[config.mk]
export PLATFORM = sky130hd
export DESIGN_NAME = pulse_stretcher
export DESIGN_NICKNAME = d
export VERILOG_FILES = /design/src/rtl/pulse_stretcher.sv
export SDC_FILE = /design/constraint.sdc
export NUM_CORES = 1
export LEC_CHECK = 0
export BUFFER_PORTS_ARGS = -buffer_cell sky130_fd_sc_hd__buf_2
export CAP_MARGIN = 20
export CORE_MARGIN = 10
export CORE_UTILIZATION = 40
export CTS_BUF_LIST = sky130_fd_sc_hd__clkbuf_8
export CTS_CLUSTER_DIAMETER = 60
export DETAILED_ROUTE_END_ITERATION = 6
export PLACE_DENSITY = 0.64
export SYNTH_ARGS = -nofsm -noshare
export SYNTH_HDL_FRONTEND = slang
export SYNTH_SLANG_ARGS = --single-unit
[constraint.sdc]
create_clock -name clk -period 3.8 [get_ports clk]
set_input_delay 0.38 -clock clk [delete_from_list [all_inputs] [get_ports clk]]
set_output_delay 0.38 -clock clk [all_outputs]
set_load 0.005 [all_outputs]
[src/rtl/pulse_stretcher.sv]
// Stretches trigger edges into pulses with a minimum high time and minimum low gap, counted in enabled cycles.
// Optional request queue when PULSE_STRETCHER_QUEUE_EN is defined; otherwise busy-time requests are dropped.
module pulse_stretcher #(
    parameter int WIDTH       = 8,
    parameter int HIGH_CYCLES = 200,
    parameter int LOW_CYCLES  = 100,
    parameter int QUEUE_WIDTH = 4
) (
    input  logic                   clk,
    input  logic                   reset,
    input  logic                   clk_enable,
    input  logic                   trigger,
    output logic                   pulse_out,
    output logic                   busy,
    output logic [QUEUE_WIDTH-1:0] pending,
    output logic                   overflow
);

    localparam logic [1:0] S_IDLE   = 2'd0;
    localparam logic [1:0] S_ACTIVE = 2'd1;
    localparam logic [1:0] S_GAP    = 2'd2;

    localparam logic [WIDTH-1:0] HIGH_LOAD = WIDTH'(HIGH_CYCLES - 1);
    localparam logic [WIDTH-1:0] LOW_LOAD  = WIDTH'(LOW_CYCLES - 1);

    logic [1:0]       state, state_nx;
    logic [WIDTH-1:0] counter, counter_nx;
    logic             pulse_nx;
    logic             trigger_q;
    logic             req;
    logic             busy_req;   // request arriving that cannot start a pulse directly
    logic             dequeue;    // a queued request starts a pulse this cycle
    logic             lost;

    assign req = trigger & ~trigger_q;

    always_comb begin
        state_nx   = state;
        counter_nx = counter;
        pulse_nx   = pulse_out;
        busy_req   = 1'b0;
        dequeue    = 1'b0;
        case (state)
            S_IDLE: begin
                if (req) begin
                    state_nx   = S_ACTIVE;
                    pulse_nx   = 1'b1;
                    counter_nx = HIGH_LOAD;
                end
            end
            S_ACTIVE: begin
                busy_req = req;
                if (counter == '0) begin
                    state_nx   = S_GAP;
                    pulse_nx   = 1'b0;
                    counter_nx = LOW_LOAD;
                end else begin
                    counter_nx = counter - WIDTH'(1);
                end
            end
            S_GAP: begin
                if (counter != '0) begin
                    busy_req   = req;
                    counter_nx = counter - WIDTH'(1);
                end else if (pending != '0) begin
                    // A request in the same cycle replaces the one dequeued.
                    busy_req   = req;
                    dequeue    = 1'b1;
                    state_nx   = S_ACTIVE;
                    pulse_nx   = 1'b1;
                    counter_nx = HIGH_LOAD;
                end else if (req) begin
                    state_nx   = S_ACTIVE;
                    pulse_nx   = 1'b1;
                    counter_nx = HIGH_LOAD;
                end else begin
                    state_nx = S_IDLE;
                end
            end
            default: begin
                state_nx = S_IDLE;
                pulse_nx = 1'b0;
            end
        endcase
    end

`ifdef PULSE_STRETCHER_QUEUE_EN
    localparam logic [QUEUE_WIDTH-1:0] PEND_MAX = {QUEUE_WIDTH{1'b1}};

    assign lost = busy_req & ~dequeue & (pending == PEND_MAX);

    always_ff @(posedge clk) begin
        if (reset) begin
            pending <= '0;
        end else if (clk_enable) begin
            if (busy_req && !dequeue && pending != PEND_MAX) begin
                pending <= pending + QUEUE_WIDTH'(1);
            end else if (dequeue && !busy_req) begin
                pending <= pending - QUEUE_WIDTH'(1);
            end
        end
    end
`else
    assign pending = '0;
    assign lost    = busy_req & ~dequeue;
`endif

    always_ff @(posedge clk) begin
        if (reset) begin
            state     <= S_IDLE;
            busy      <= 1'b0;
            counter   <= '0;
            pulse_out <= 1'b0;
            overflow  <= 1'b0;
            trigger_q <= 1'b1;
        end else if (clk_enable) begin
            trigger_q <= trigger;
            state     <= state_nx;
            busy      <= (state_nx != S_IDLE);
            counter   <= counter_nx;
            pulse_out <= pulse_nx;
            if (lost) begin
                overflow <= 1'b1;
            end
        end
    end

endmodule

==> metrics.sh <==
CRITPATHLAUNCHTYPE='flip-flop'
SYNTH.DISTINCT_CELLS=41
WORST_SLEW_PIN_SLEW_NS=0.8446
TIMING.FINAL.HOLD_VIOLATIONS=0
POWER.STATIC_LEAKAGE_nW=0.3657
WORST-R2R-CELL-COUNT=6
PERIOD_NEEDED_NS=2.157
RSZ0062_AT_GRT='no'
TRITONCTS='done'
PLACE.GP.CONGESTION=0.8516
FINAL.SETUP_SKEW_NS=0.009013
ANTENNA_NETS_POST_ROUTE=0
POSTLAYOUTCELLAREA_UM2=1031
AREA_GROWTH_PCT=6.598
FINALNONFILLERCELLS=148
GRT_ANTENNA_BEFORE_REPAIR=0
FINALNETCOUNT=132
WHS_ENDPOINT='trigger_q'
MIN_FROM='trigger'
YOSYSMOSTFREQUENTCELL='dfxtp_1'
HTREE_NUM_LEVELS=1
SYNTHDOMINANTAREACELLTYPE='dfxtp_1'
PLACED_AREA_UM2=989.7
SETUP_VIOLATIONS=0
VIA_COUNT=891
PLACEABLE_CORE_REGION_UM2=2255
NUMPLACEDINSTANCES=145
CRITPATHKIND='flip-flop to flip-flop'
POST_CTS_BUFFERS=0
CP-END-KIND='flip-flop'
REMAINING_DRC_ERRORS=0
CTS.SINKS=14
CTS_HOLD_REPAIR.BUFFERS=0
FINALWIRELENGTH_MM=2.356
POST_SYNTH_INSTANCE_AREA_UM2=967.2
GRT_MAX_DEGREE=14
YS.WARNINGS.COUNT=0
SYNTH.FF_LATCH_COUNT=14
SYNTH_AREA_LEADERS='dfxtp_1, ha_1, a31oi_1'
SYN-INSTANCE-COUNT=118
CLOCK_TREE.ROOT_CELL='clkbuf_8'
CELL_DEPTH_OF_THE_WORST_MIN_DELAY_PATH=2
SETUP.REG_TO_REG.WORST_SLACK_NS=1.64
CHIPHEIGHT_UM=69.17
TRACK_USAGE=0.09825
SETUP-TNS-FINAL_NS=0
WORST_SLEW_MARGIN_REL=0.4323
HPWL_MM=1.779
CRIT-REG2REG-LAUNCH='counter[0]'
GRT.OVERFLOW.TOTAL=0
DESIGN.DIE.AREA_UM2=4784
WORST_HOLD_SLACK_NS=0.3617
EDFF_COUNT_SYNTH=0
FINALCOREUTILIZATION=0.4573
SYNTH_SEQ_AREA_SHARE=0.2898
WL_PER_CELL_UM=15.92
WORST_SKEW_PAIR.LATE_LATENCY_NS=0.25
CTS.CLK_SLEW.WORST_PATHS_NS=0.06
R2R_END='busy'
OUTCOME='finished clean'
GRT_FIRST_PASS_WIRELENGTH_MM=4.133
DIE_WIDTH_UM=69.17
MAX_CAP_CHECK_VIOLATION_COUNT=0
TIMING_MAX_TRANSITION_VIOLATIONS_FINAL=0
IO_BUFFERS=6
NUMCTSBUFFERS=3
FIRST_ITER_VIOLATIONS=42
WORSTPATHMAXFANOUT=7
SYNTH.TOP_CELL.AREA_SHARE=0.2898
DESIGN.PORTCOUNT=11
POSTSYNTH.ASYNCRESETSHARE=0
SYN_AREA_PER_CELL_UM2=8.196
CRITICAL_PATH.STARTPOINT='counter[0]'
SYNTH_COMMON_CELLS='dfxtp_1, inv_1, o21ai_0'
INITIAL_UTILIZATION=0.4290
POWERDENSITY_nW_PER_UM2=335.9
CTS_BUFFER_DEPTH=2
FILLERINSTANCES=234
CRITICAL_PATH_ARRIVAL_NS=2.27
VIAS_PER_INSTANCE=6.020
DRIVE_ABOVE_1_SHARE=0.1000
IR_WORST_VDD_mV=0.2159
NUMBER_OF_CELL_ROWS=17
FINAL_MIN_PERIOD_OVER_CLOCK_PERIOD=0.5678
MAXCLOCKFREQUENCY_MHz=463.5
NUMBER_OF_GATES_RESIZED_AFTER_CTS=0
DR.PASS1.ITERS=5
ANTENNA_CELLS=0
SYNTH_FLOP_CELL='dfxtp_1'
HOLD_PATH_CLASS='input pin to flip-flop'
FIRST_GLOBAL_VIAS=927
CRITPATHREQUIREDTIME_NS=3.91
-- registers in the layout, summed over array words and instances, names as in the netlist --
| signal | cells |
|---|---|
| counter | 8 |
| state | 2 |
| busy | 1 |
| overflow | 1 |
| pulse_out | 1 |
| trigger_q | 1 |
-- critical path, cell delays in order (launching register included) --
cell	delay [ns]
dfxtp_1	0.35
inv_1	0.11
ha_1	0.17
nor3b_1	0.65
a31oi_1	0.29
o221ai_1	0.34
a31oi_1	0.12
-- placed cells by master, fill, tap and decap left out, types with 5 or more instances in the layout --
| cell | count |
|---|---|
| a21oi_1 | 5 |
| dfxtp_1 | 14 |
| ha_1 | 6 |
| nor2_1 | 6 |
| inv_1 | 8 |
| a31oi_1 | 6 |
| o21ai_0 | 7 |
| buf_2 | 6 |
| nand2_1 | 5 |
-- routing by layer --
metal  GRT usage  part of all wire  up-vias  routed length [µm]
li1            -                 -      445                   -
met1      0.1195              0.46      406                1076
met2      0.1552              0.46       34                1087
met3     0.03566             0.070        6                 166
met4     0.03104             0.011        0                  26
met5           0                 0        -                   0
-- how the worst max path moves through the flow --
stage / end / cells past startpoint
after floorplan: counter[3] / 7
after global placement: busy / 6
after detailed placement: busy / 6
after CTS: busy / 6
after global routing: busy / 6
final: busy / 6
-- stage by stage --
step / setup slack (ns) / total power, mW
finish: 1.643 / 0.3463
global placement: 1.764 / 0.2244
CTS: 1.697 / 0.3501
detailed placement: 1.712 / 0.2255
global route: 1.443 / 0.3669
floorplan: 2.067 / 0.2137
-- report_power, final --
group / internal [mW] / switching [mW]
Sequential: 0.153 / 0.00597
Clock: 0.0701 / 0.0523
Combinational: 0.0229 / 0.0425
Total: 0.245 / 0.101
-- area by class of cell --
type	instances	area, µm²	area share
clock buffers	3	41.29	0.04005
multi-input cells	89	614.3	0.5959
inverters	8	30.03	0.02913
well taps	28	35.03	0.03398
flip-flops and latches	14	280.3	0.2718
repair buffers	6	30.03	0.02913
-- kinds of logic (layout without fill, tap and decap cells) --
logic type                 Yosys count  after routing  synth area share
AOI/OAI and AO/OA                   40             40            0.3040
adders and majority gates            6              6           0.07762
buffers and inverters               18             17           0.08667
DFF                                 14             14            0.2898
other                                1              4          0.003877
and+or+nand+nor                     39             39            0.2380
Note: power is estimated with default switching activity, not from simulation.
